`config.mk`:
```
export PLATFORM = sky130hd
export DESIGN_NAME = metronomo_ctrl
export DESIGN_NICKNAME = d
export VERILOG_FILES = /design/src/rtl/metronomo_ctrl.sv
export SDC_FILE = /design/constraint.sdc
export NUM_CORES = 1
export LEC_CHECK = 0
export CAP_MARGIN = 20
export CELL_PAD_IN_SITES_DETAIL_PLACEMENT = 0
export CELL_PAD_IN_SITES_GLOBAL_PLACEMENT = 1
export CORE_UTILIZATION = 44
export DETAILED_ROUTE_END_ITERATION = 10
export PLACE_DENSITY_LB_ADDON = 0.1
export SYNTH_ARGS = -nofsm -noshare
export SYNTH_HDL_FRONTEND = slang
export SYNTH_SLANG_ARGS = --single-unit
```
`constraint.sdc`:
```
create_clock -name clk -period 3.55 [get_ports clk]
set_input_delay 0.71 -clock clk [delete_from_list [all_inputs] [get_ports clk]]
set_output_delay 0.71 -clock clk [all_outputs]
set_load 0.02 [all_outputs]
```
`src/rtl/metronomo_ctrl.sv`:
```
// Metronome beat scheduler: debounced up/down/run buttons, bounded BPM register and a
// phase accumulator that emits one beat strobe per 60*CLK_HZ of accumulated BPM.
//
// state | meaning
// STOP  | idle, no beats, accumulator held at 0
// RUN   | accumulator advances by bpm each cycle, beat on each wrap past TOP

module metronomo_ctrl #(
  parameter int unsigned CLK_HZ     = 50_000_000,
  parameter int unsigned BPM_MIN    = 40,
  parameter int unsigned BPM_MAX    = 240,
  parameter int unsigned BPM_DEF    = 60,
  parameter int unsigned DEB_CYCLES = 1_000_000
) (
  input  logic       clk,
  input  logic       rst_n,
  input  logic       btn_up_n,
  input  logic       btn_down_n,
  input  logic       btn_run_n,
  output logic       beat,
  output logic [7:0] bpm,
  output logic       running
);

  localparam int unsigned   CW       = (DEB_CYCLES > 1) ? $clog2(DEB_CYCLES) : 1;
  localparam logic [CW-1:0] DEB_LAST = CW'(DEB_CYCLES - 1);
  localparam logic [32:0]   TOP      = 33'(CLK_HZ) * 33'd60;
  localparam logic [7:0]    BMIN     = 8'(BPM_MIN);
  localparam logic [7:0]    BMAX     = 8'(BPM_MAX);
  localparam logic [7:0]    BDEF     = 8'(BPM_DEF);

  typedef enum logic {STOP, RUN} state_t;
  state_t state;

  // bit 0 = up, bit 1 = down, bit 2 = run
  logic [2:0]    btn_raw, sync1, sync2, deb, deb_d, press;
  logic [CW-1:0] cnt [3];
  logic [31:0]   acc;
  logic [32:0]   sum;

  assign btn_raw = {btn_run_n, btn_down_n, btn_up_n};
  assign press   = deb_d & ~deb;
  assign sum     = {1'b0, acc} + {25'd0, bpm};

  always_ff @(posedge clk or negedge rst_n) begin
    if (!rst_n) begin
      sync1 <= '1;
      sync2 <= '1;
      deb   <= '1;
      deb_d <= '1;
      for (int i = 0; i < 3; i++) cnt[i] <= '0;
    end else begin
      sync1 <= btn_raw;
      sync2 <= sync1;
      deb_d <= deb;
      for (int i = 0; i < 3; i++) begin
        if (sync2[i] == deb[i]) begin
          cnt[i] <= '0;
        end else if (cnt[i] == DEB_LAST) begin
          deb[i] <= sync2[i];
          cnt[i] <= '0;
        end else begin
          cnt[i] <= cnt[i] + 1'b1;
        end
      end
    end
  end

  always_ff @(posedge clk or negedge rst_n) begin
    if (!rst_n) begin
      state   <= STOP;
      running <= 1'b0;
      beat    <= 1'b0;
      acc     <= '0;
      bpm     <= BDEF;
    end else begin
      beat <= 1'b0;
      case (state)
        STOP: begin
          if (press[2]) begin
            state   <= RUN;
            running <= 1'b1;
            acc     <= '0;
            beat    <= 1'b1;
          end
        end
        RUN: begin
          if (press[2]) begin
            state   <= STOP;
            running <= 1'b0;
            acc     <= '0;
          end else if (sum >= TOP) begin
            acc  <= 32'(sum - TOP);
            beat <= 1'b1;
          end else begin
            acc <= sum[31:0];
          end
        end
        default: begin
          state   <= STOP;
          running <= 1'b0;
          acc     <= '0;
        end
      endcase
      // accumulator above still used the old bpm this cycle
      if (press[0] && !press[1]) begin
        if (bpm < BMAX) bpm <= bpm + 8'd1;
      end else if (press[1] && !press[0]) begin
        if (bpm > BMIN) bpm <= bpm - 8'd1;
      end
    end
  end

endmodule

```
* Word level (Yosys, flattened, before mapping)
Index checks and enable logic that the tools add are counted.
Operators by class: add/subtract/negate cells 7, multipliers 0, divide/modulo/power cells 0, $lt $le $gt $ge 3, eq/ne operators 9, shift operators 0, multiplexer cells 23, bitwise gates (word level) 6, reduce and logical (&&, ||, !) cells 11
Operators by type and width (number):
- $mux W20 | 6
- $mux W32 | 3
- $pmux W32 S2 | 1
- $add A20 B1 Y20 const B | 3
- $eq A20 B20 Y1 const B | 3
- $add A32 B8 Y33 | 1
- $ge A33 B32 Y1 const B | 1
- $mux W8 | 4
- $sub A32 B32 Y32 const B | 1
- $add A8 B1 Y8 const B | 1
- $gt A8 B6 Y1 const B | 1
- $lt A8 B8 Y1 const B | 1
- $reduce_and A2 Y1 | 4
- $sub A8 B1 Y8 const B | 1
- $mux W1 | 6
- $pmux W1 S2 | 3
- $ne A2 B1 Y1 const B | 2
- $not A1 Y1 | 4
- $reduce_bool A2 Y1 | 2
- $and A3 B3 Y3 | 1
- $eq A1 B1 Y1 | 3
- $not A3 Y3 | 1
- $reduce_and A3 Y1 | 1
- $logic_and A1 B1 Y1 | 2
- other kinds (2) | 3
Storage, ports and cells: register bits after elaboration 115, bits in latches 0, bits in writable memories 0, memory bits (read-only) 0, bits of input ports 5, output and inout bits 10, logic and storage cells 73, memories kept 0

* Depth between registers and ports, before layout
Gate-level depths: netlist of the first run.
word-level depth 6, depth in mapped cells 16, depth with buffers taken out 14

* Worst setup path after synthesis of the first run
Ideal clock, no wire load.
kind register -> register, start point register bpm[0], end point register acc[22], library setup time 119 ps, data arrival time 3918 ps, data required time 3431 ps, path slack -488 ps, cell stages (with the launch flop) 16, path buffers 2, period minus slack after synthesis 4038 ps, path through dfrtp_1 ha_1 fa_1 a211o_1 a211oi_2 buf_4 nor2_1 a211o_1 and3_1 nand4b_1 or4_4 and3_4 buf_6 nor3_1 o31ai_1 a21bo_2
On the way: word-level cells in the longest chain between the ends 5, elaborated cells between the ends (all ways) 6, classes of those cells add/sub (2); order compare (1); mux (3)
Ends and longest elaborated chain:
- from (decl) | RTL line 21 | output logic [7:0] bpm,
- from (signal assigned) | RTL line 107 | if (bpm < BMAX) bpm <= bpm + 8'd1;
- from (signal assigned) | RTL line 109 | if (bpm > BMIN) bpm <= bpm - 8'd1;
- $add A32 B8 Y33 (*) | RTL line 43 | assign sum = {1'b0, acc} + {25'd0, bpm};
- $sub A32 B32 Y32 or $ge A33 B32 Y1 (tied branches) | RTL line 93, 92
- $mux W32 (*) | RTL line 92 | end else if (sum >= TOP) begin
- $mux W32 (*) | RTL line 88 | if (press[2]) begin
- $pmux W32 S2 (*) | RTL line 78 | case (state)
- to (signal assigned) | RTL line 93 | acc <= 32'(sum - TOP);
- to (signal assigned) | RTL line 96 | acc <= sum[31:0];
- to (decl) | RTL line 38 | logic [31:0] acc;
Every way passes the cells marked *; elsewhere a longest branch is shown, timed or not. A chain may end at the register's enable or synchronous reset.

* Worst setup path in the final report of the first run
start point register acc[0], end point register acc[24]
On the way: word-level cells in the longest chain between the ends 5, elaborated cells between the ends (all ways) 6, classes of those cells add/sub (2); order compare (1); mux (3)
Ends and longest elaborated chain (RTL line):
- $add A32 B8 Y33 (*) | 43
- $sub A32 B32 Y32 or $ge A33 B32 Y1 (tied branches) | 93, 92
- $mux W32 (*) | 92
- $mux W32 (*) | 88
- $pmux W32 S2 (*) | 78
Marked as above.

==> impl_metrics.tcl, run 1 <==
set metrics [dict create \
    status "finished, violations left" \
    violations "negative setup slack" \
    synth_top_cell_by_area "dfrtp_1" \
    synthesis.area_mm2 0.00709 \
    dpl_worst_slack_ps -435 \
    final_common_cell "buf_4" \
    grt_max_degree 54 \
    final_util_pct 59.8 \
    async_flop_share_pct 100 \
    grt.total_usage_pct 24.5 \
    wirelength_um 19100 \
    cp.required_ps 3880 \
    holdBufCountCts 0 \
    final_hold_viol_count 0 \
    reg2reg_from "acc[0]$_DFFE_PN0P_" \
    wl_per_cell_um 16.5 \
    cpMostUsedCell "buf_6" \
    crit_chain "ha_4 > fa_2 > a211o_1 > a211oi_2 > buf_6 > or2_4 > buf_6 > nand4_1 > and3_4 > nand4b_1 > or4_4 > nand3_4 > buf_6 > a21oi_2 > or4b_1 > o211ai_1" \
    min_path_type "primary input to async pin" \
    setup_violations 24 \
    slowest_stage "or4_4" \
    drc_errors 0 \
    post-place-cells 1099 \
    drtPass1Iterations 5 \
    crit_path_end_kind "register" \
    drt-vias-per-instance 5.60 \
    dr_total_vias 6471 \
    final_antenna_net_count 0 \
    setup_ws_ps -355 \
    total_power_mw 3.07 \
    yosysSeqAreaShare_pct 40.9 \
    layout.nets 955 \
    slew_viol_final 0 \
    ff2ff_path_depth 16 \
    netlist_instances 782 \
    root_buffer "clkbuf_16" \
    timing.reg2reg.setup_slack_ps -350 \
    layoutNonFillerInstCount 1156 \
    synth_edf_count 0 \
    drive_gt1_share_pct 28.1 \
    yosys_register_bits 115 \
    placed_cell_area_mm2 0.00830 \
    synth_nets 810 \
    synth.top_cells.by_area "dfrtp_1 35%, dfstp_2 5.9%, xnor2_1 5.2%, nor2_1 4.8%, xor2_1 4.1%" \
    die_area_mm2 0.0166 \
    core_region_area_mm2 0.0158 \
    p_leak_nw 4.18 \
    worstSkewPairLatency_ps 430 \
    cp_slowest_stage_delay_ps 480 \
    antenna_found_initial 0 \
    post-route-cell-area_mm2 0.00947 \
    rsz0062_at_grt "true" \
    setup_tns_ps -5680 \
    arrival_ps 4240 \
    timing.final.crit_share_pct 110 \
    overflow 0 \
    clockBufferDepth 2 \
    worst_pin_slew_ps 615 \
    num_rows 46 \
    syn_area_per_cell_um2 9.07 \
    start_util_pct 44.8 \
    maxCapViolCount 0 \
    critPathKind "register to register" \
    worstPathMaxFanout 8 \
    place.gp.congestion 0.913 \
    layout_common_cells "129 x buf_4, 98 x dfrtp_1, 84 x nor2_1" \
    dp_hpwl_um 13300 \
    whs_ps 211 \
    htreeDepth 4 \
    synth_top_area_share_pct 34.9 \
    die_y_um 129 \
    numPortBuffers 14 \
    yosys_warnings 0 \
    max_clock_freq_mhz 256 \
    fin_worst_skew_ps 10.2 \
    first_iter_violations 412 \
    grt_pass1_wl_um 31700 \
    cts_made_buffers 17 \
    clk_pin_slew_ps 50 \
    ys_types 73 \
    n_antenna_cell 0 \
    areaGrowthSynthToFinish_pct 33.5 \
    peakVddDrop_mv 0.320 \
    p_per_area_mw_per_mm2 324 \
    period_needed_ps 3900 \
    regToRegEndpoint "acc[24]$_DFFE_PN0P_" \
    max_slew_margin_pct 58.9 \
    grt_pass1_vias 6501 \
    start_kind "register" \
    cts_tree "yes" \
    die_w_um 129 \
    cts.sinks 115 \
    synthFlopType "dfrtp_1" \
    top_level_ports 15 \
]
==> cells by family (layout without fill, tap and decap cells) <==
kind of cell / Yosys count / after routing / share of synthesized area (%)
adder cells (fa/ha/maj): 23 / 23 / 4.27
XOR/XNOR: 75 / 75 / 9.26
flip-flops: 115 / 115 / 40.9
multiplexers: 10 / 10 / 1.48
buffers and inverters: 43 / 200 / 2.73
AND/OR/NAND/NOR: 343 / 344 / 25.3
AO/OA/AOI/OAI: 173 / 173 / 16.1
==> sequential cells by signal, summed over array words and instances, names as in the netlist <==
signal   flops
sync2        3
deb_d        3
bpm          8
deb          3
beat         1
acc         32
running      1
sync1        3
cnt         60
state        1
==> cell usage after synthesis (4+ instances only) <==
cell,n
ha_1,21
dfrtp_1,99
a211o_1,4
or4_1,6
dfstp_2,16
mux2i_1,6
nor2b_1,6
and2_1,11
buf_2,4
o21a_1,4
inv_1,15
or3_1,19
a21oi_1,40
a211oi_1,4
and3_1,28
nand3_1,44
nor4_1,7
nor4b_1,6
o21ai_0,50
and4_1,8
or2_2,4
clkbuf_1,18
nand2_1,64
mux2_2,4
nand2b_1,7
nand4_1,18
o211ai_1,6
nor2_1,90
a22o_1,9
a31oi_1,5
a21o_1,11
xnor2_1,42
xor2_1,33
nor3_1,11
o31ai_1,6
==> layer usage <==
layer	global-route usage, %	share of wire [%]	up-vias
li1	-	-	3132
met1	32.0	47	3181
met2	39.5	47	121
met3	4.12	3.3	37
met4	11.9	2.6	0
met5	0	0	-
==> area by class of cell <==
cell class                 count  area [um2]
fill                        1367        6360
multi-input combinational    625        4430
sequential                   115        2900
timing repair buffer         153        1230
clock buffer                  19         453
tap                          216         270
clock inverter                13         124
inverter                      15        56.3
==> where the power goes <==
part	total [mW]	internal, mW	leakage [nW]	switching (mW)
logic	0.0597	0.0163	2.35	0.0435
registers	1.34	1.33	1.54	0.00898
clock network	1.67	1.01	0.288	0.664
==> worst max-delay path: cells and delay by family (launching register included) <==
| family | cells | cell delay [ps] |
|---|---|---|
| flip-flops | 1 | 410 |
| AO/OA/AOI/OAI | 4 | 730 |
| AND/OR/NAND/NOR | 7 | 1700 |
| buffers and inverters | 3 | 440 |
| adder cells (fa/ha/maj) | 2 | 520 |
==> worst max path at each step <==
stage	depth (start not counted)	startpoint	to
finish	16	acc[0]$_DFFE_PN0P_	acc[24]$_DFFE_PN0P_
global route	16	acc[0]$_DFFE_PN0P_	acc[27]$_DFFE_PN0P_
CTS	16	acc[0]$_DFFE_PN0P_	acc[24]$_DFFE_PN0P_
detailed placement	14	acc[0]$_DFFE_PN0P_	acc[18]$_DFFE_PN0P_
global placement	15	bpm[0]$_DFFE_PN0P_	acc[24]$_DFFE_PN0P_
floorplan	15	bpm[0]$_DFFE_PN0P_	acc[24]$_DFFE_PN0P_
==> repair_timing <==
item | CTS | global route
hold endpoints to repair | 0 | 0
resized for setup | 43 | 48
pin swaps | 18 | 17
endpoints found under the setup margin | 24 | 24
setup buffers | 14 | 10
cloned | 1 | 0
Power figures use the tool's default switching activity.
==> run 2, diff against run 1 <==
--- a/config.mk
+++ b/config.mk
@@ -10,7 +10,7 @@
 export CELL_PAD_IN_SITES_GLOBAL_PLACEMENT = 1
 export CORE_UTILIZATION = 44
 export DETAILED_ROUTE_END_ITERATION = 10
-export PLACE_DENSITY_LB_ADDON = 0.1
+export PLACE_DENSITY = 0.8
 export SYNTH_ARGS = -nofsm -noshare
 export SYNTH_HDL_FRONTEND = slang
 export SYNTH_SLANG_ARGS = --single-unit
==> constraint.sdc (replaced) <==
create_clock -name clk -period 3.1 [get_ports clk]
set_input_delay 0.62 -clock clk [delete_from_list [all_inputs] [get_ports clk]]
set_output_delay 0.62 -clock clk [all_outputs]
set_load 0.02 [all_outputs]
==> run 2 against run 1 <==
Effect of this change: the run still ends with negative setup slack left; flip-flop and latch count did not move; clock power rose by 28%; die area did not move; critical endpoint is now acc[13]$_DFFE_PN0P_; largest cell class unchanged; highest routed layer unchanged.
==> impl_metrics.tcl, run 2 (synthesized netlist as in run 1, its figures left out) <==
set metrics [dict create \
    status "finished, violations left" \
    violations "negative setup slack" \
    largest_register "cnt" \
    whs_ps 164 \
    grt_max_degree 56 \
    antenna_found_initial 0 \
    root_buffer "clkbuf_16" \
    place.gp.congestion 0.951 \
    clk_pin_slew_ps 60 \
    reg2reg_from "bpm[0]$_DFFE_PN0P_" \
    worst_pin_slew_ps 613 \
    htreeDepth 4 \
    cts_made_buffers 17 \
    max_slew_margin_pct 59.0 \
    n_fill_cell 1358 \
    core_region_area_mm2 0.0158 \
    die_w_um 129 \
    grt_pass1_wl_um 31900 \
    multiInputGateArea_mm2 0.00426 \
    period_needed_ps 3940 \
    drc_errors 0 \
    final_common_cell "buf_4" \
    areaGrowthSynthToFinish_pct 34.1 \
    grt.total_usage_pct 24.6 \
    setup_violations 24 \
    wl_per_cell_um 16.1 \
    setup_ws_ps -836 \
    slew_viol_final 0 \
    start_util_pct 44.8 \
    total_power_mw 3.72 \
    worstPathMaxFanout 7 \
    p_per_area_mw_per_mm2 391 \
    maxCapViolCount 0 \
    regArea_mm2 0.00290 \
    arrival_ps 4260 \
    wirelength_um 18900 \
    largest_register_ffs 60 \
    timing.reg2reg.setup_slack_ps -840 \
    layout_common_cells "155 x buf_4, 98 x dfrtp_1, 86 x nor2_1" \
    drtPass1Iterations 5 \
    drive_gt1_share_pct 28.2 \
    numPortBuffers 14 \
    setup_tns_ps -16130 \
    drt-vias-per-instance 5.54 \
    cts_tree "yes" \
    first_iter_violations 480 \
    n_antenna_cell 0 \
    timing.final.crit_share_pct 127 \
    top_level_ports 15 \
    dpl_worst_slack_ps -942 \
    min_path_type "primary input to async pin" \
    ff2ff_path_depth 15 \
    final_antenna_net_count 0 \
    overflow 0 \
    dp_hpwl_um 13800 \
    start_kind "register" \
    peakVddDrop_mv 0.377 \
    reg.largest.list "cnt (60), acc (32), bpm (8)" \
    clockBufferDepth 2 \
    rsz0062_at_grt "true" \
    post-place-cells 1136 \
    dr_total_vias 6530 \
    p_leak_nw 4.23 \
    worstSkewPairLatency_ps 420 \
    cp.required_ps 3420 \
    cts.sinks 115 \
    layout.nets 977 \
    num_rows 46 \
    fin_worst_skew_ps 14.1 \
    critPathKind "register to register" \
    grt_pass1_vias 6560 \
    die_y_um 129 \
    max_clock_freq_mhz 254 \
    die_area_mm2 0.0166 \
    regToRegEndpoint "acc[13]$_DFFE_PN0P_" \
    layoutNonFillerInstCount 1178 \
    crit_path_end_kind "register" \
    final_hold_viol_count 0 \
]
run 2: cell types whose count changed in the layout (fill, tap and decap cells not counted), moves of 3 or more:
cell	previous run	this run
a21oi_2	4	7
bufinv_16	1	4
o21ai_2	4	0
buf_6	10	7
nor4_4	4	1
buf_4	129	155
ha_4	4	1
clkinv_4	5	1
run 2: worst max-delay path by stage:
stage | start | end | slack, ps | cells past startpoint
2_1_floorplan | bpm[0]$_DFFE_PN0P_ | acc[24]$_DFFE_PN0P_ | -680 | 15
3_3_place_gp | bpm[0]$_DFFE_PN0P_ | acc[24]$_DFFE_PN0P_ | -840 | 16
3_5_place_dp | bpm[0]$_DFFE_PN0P_ | acc[24]$_DFFE_PN0P_ | -940 | 16
4_1_cts | bpm[0]$_DFFE_PN0P_ | acc[24]$_DFFE_PN0P_ | -820 | 14
5_1_grt | bpm[0]$_DFFE_PN0P_ | acc[13]$_DFFE_PN0P_ | -930 | 16
6_report | bpm[0]$_DFFE_PN0P_ | acc[13]$_DFFE_PN0P_ | -840 | 15
run 2: worst max-delay path: stages, from the launching register on:
cell and delay, ps:
dfrtp_2 420, ha_4 170, fa_2 340, a211o_1 330, a211oi_4 330, buf_6 200
nor2_4 50, a211o_1 260, and3_4 180, nand4b_1 170, or4_4 470, nand3_4 160
buf_6 150, a21oi_2 60, or4_1 490, o221ai_2 80
run 2: metal layers:
metal,share of wire [%],vias to the layer above,global-route usage (%)
met2,49,117,41.5
met4,0.99,0,6.92
li1,-,3176,-
met1,46,3218,32.4
met5,0,-,0
met3,3.8,19,4.37
run 2: through the flow:
stage	util, %	area (um2)
after CTS	58.8	9310
after detailed placement	54.2	8570
after floorplan	-	7150
after global routing	60.1	9510
after global placement	54.2	8570
final	60.1	9510
run 2: layout make-up:
type	count	share of cell area [%]
Inverter	15	0.592
Clock inverter	13	2.05
Sequential cell	115	30.5
Timing Repair Buffer	176	14.6
Clock buffer	19	4.66
Tap cell	216	2.84
Multi-Input combinational cell	624	44.8
run 2: repair_timing:
| action | 4_1_cts | 5_1_grt |
|---|---|---|
| setup endpoints to repair | 24 | 25 |
| resized for setup | 16 | 43 |
| hold buffers | 0 | 0 |
| pin swaps | 7 | 7 |
| buffers inserted | 4 | 6 |
| endpoints found under the hold margin | 0 | 0 |
run 2: report_power, final:
part           switching, mW  internal, mW  leakage [nW]
clock network          0.744          1.38         0.307
registers             0.0106          1.52          1.54
logic                 0.0510        0.0186          2.39
total                  0.805          2.92          4.23
==> run 3, diff against run 2 <==
==> constraint.sdc (replaced) <==
create_clock -name clk -period 3.22 [get_ports clk]
set_input_delay 0.644 -clock clk [delete_from_list [all_inputs] [get_ports clk]]
set_output_delay 0.644 -clock clk [all_outputs]
set_load 0.02 [all_outputs]
==> run 3 against run 2 <==
Effect of this change: the run still ends with negative setup slack left; critical path depth is the same; clock skew fell by 5.1 ps; maximum frequency grew 1.3%; first-iteration DRC count shrank 6.5%; flip-flop and latch count is the same; clock-buffer cell count is 2 lower; global-route usage is essentially flat; register-to-register slack improved by 170 ps; non-clock buffer count increased by 5.
==> impl_metrics.tcl, run 3 (synthesized netlist as in run 1, its figures left out) <==
set metrics [dict create \
    post-place-cells 1128 \
    setup_ws_ps -665 \
    areaGrowthSynthToFinish_pct 36.3 \
    overflow 0 \
    top_level_ports 15 \
    clockBufferDepth 2 \
    max_slew_margin_pct 59.1 \
    switching_share_pct 22.9 \
    max_clock_freq_mhz 257 \
    cts.sinks 115 \
    num_rows 46 \
    n_fill_cell 1315 \
    drtPass1Iterations 5 \
    final_common_cell "buf_4" \
    grt_pass1_wl_um 32100 \
    layout_common_cells "159 x buf_4, 98 x dfrtp_1, 84 x nor2_1" \
    core_region_area_mm2 0.0158 \
    timing.final.crit_share_pct 121 \
    clk_pin_slew_ps 60 \
    final_antenna_net_count 0 \
    die_y_um 129 \
    slowest_stage "or4_4" \
    antenna_found_initial 0 \
    status "finished, violations left" \
    die_w_um 129 \
    rsz0062_at_grt "true" \
    worst_pin_slew_ps 612 \
    setup_tns_ps -13860 \
    layoutNonFillerInstCount 1183 \
    drt-vias-per-instance 5.64 \
    crit_path_end_kind "register" \
    maxCapViolCount 0 \
    numPortBuffers 14 \
    peakVddDrop_mv 0.550 \
    pwr-share-seq_pct 41.8 \
    drc_errors 0 \
    p_sw_mw 0.808 \
    dpl_worst_slack_ps -817 \
    first_iter_violations 449 \
    place.gp.congestion 0.935 \
    largest_register_ffs 60 \
    dp_hpwl_um 13400 \
    crit_chain "ha_4 > fa_2 > a211o_1 > a211oi_4 > buf_6 > nor2_4 > a211o_1 > and3_4 > nand4b_1 > or4_4 > nand3_4 > buf_6 > a21oi_2 > or4b_1 > o211ai_1" \
    cts_made_buffers 17 \
    htreeDepth 4 \
    intPower_mw 2.72 \
    reg.largest.list "cnt (60), acc (32), bpm (8)" \
    cp_slowest_stage_delay_ps 470 \
    drive_gt1_share_pct 30.4 \
    wirelength_um 19300 \
    period_needed_ps 3880 \
    layout.nets 982 \
    arrival_ps 4220 \
    critPathKind "register to register" \
    grt.total_usage_pct 24.7 \
    min_path_type "primary input to async pin" \
    root_buffer "clkbuf_16" \
    start_kind "register" \
    combPwrFrac_pct 1.8 \
    slew_viol_final 0 \
    fin_worst_skew_ps 9.03 \
    n_antenna_cell 0 \
    final_hold_viol_count 0 \
    total_power_mw 3.53 \
    dr_total_vias 6671 \
    grt_pass1_vias 6575 \
    largest_register "cnt" \
    wl_per_cell_um 16.3 \
    p_leak_nw 4.30 \
    cp.required_ps 3550 \
    violations "negative setup slack" \
    grt_max_degree 64 \
    setup_violations 24 \
    start_util_pct 44.8 \
    p_per_area_mw_per_mm2 365 \
    worstPathMaxFanout 7 \
    cts_tree "yes" \
    clkPwrFrac_pct 56.4 \
    die_area_mm2 0.0166 \
    worstSkewPairLatency_ps 420 \
]
-- run 3: cell count changes in the layout (fill, tap and decap cells not counted), sizes merged --
cell	previous run	this run
clkinv	2	4
buf	163	168
clkinvlp	2	3
clkbuf	19	17
bufinv	4	3
-- run 3: timing repair --
item / CTS / global route
resized for setup: 45 / 40
pin swaps: 15 / 17
setup buffers: 13 / 10
hold buffers: 0 / 0
setup endpoints to repair: 24 / 25
gates cloned: 1 / 0
-- run 3: worst paths after layout --
path                                       endpoint  cells past startpoint                from  slack, ps
min in group clk                 sync2[0]$_DFF_PN1_                      0  sync1[0]$_DFF_PN1_        360
worst max register to register  acc[24]$_DFFE_PN0P_                     15  acc[0]$_DFFE_PN0P_       -660
worst min register to register   sync2[0]$_DFF_PN1_                      0  sync1[0]$_DFF_PN1_        360
worst max-delay path            acc[24]$_DFFE_PN0P_                     15  acc[0]$_DFFE_PN0P_       -660
max in group asynchronous        deb_d[2]$_DFF_PN1_                      2               rst_n       2330
worst min-delay path             bpm[1]$_DFFE_PN0P_                      1               rst_n        150
-- run 3: power groups by stage --
stage          logic (mW)  clock network, mW  registers (mW)
6_report           0.0650               1.99            1.47
5_1_grt            0.0775               2.10            1.47
4_1_cts            0.0683               2.03            1.47
3_5_place_dp       0.0676                  0            1.50
3_3_place_gp       0.0658                  0            1.50
2_1_floorplan      0.0251                  0            1.50
-- run 3: layout make-up --
cell class	count	area [um2]	area share [%]
clock buffer	17	425	4.40
clock inverter	15	198	2.04
tap	216	270	2.79
inverter	15	56.3	0.582
timing repair buffer	181	1440	14.9
multi-input combinational	624	4380	45.3
sequential	115	2900	30.0
-- run 3: per-stage QoR --
step	hold WS [ps]	util [%]	instance area [um2]
after floorplan	345	-	7150
after global placement	348	53.8	8510
after detailed placement	352	53.8	8510
after CTS	150	59.4	9400
final	149	61.1	9670
after global routing	172	61.1	9670
-- run 3: per-layer routing --
layer	vias to the layer above	wire (um)	global-route usage, %
li1	3188	-	-
met1	3311	9160	32.9
met2	148	9180	40.6
met3	24	656	4.24
met4	0	273	8.03
met5	-	0	0
-- run 3: critical path: cells and delay by family (launching register included) --
family	cells	cell delay, ps
buf+inv	2	340
flops	1	420
compound gates	5	1030
simple gates	6	1480
fa+ha+maj	2	530
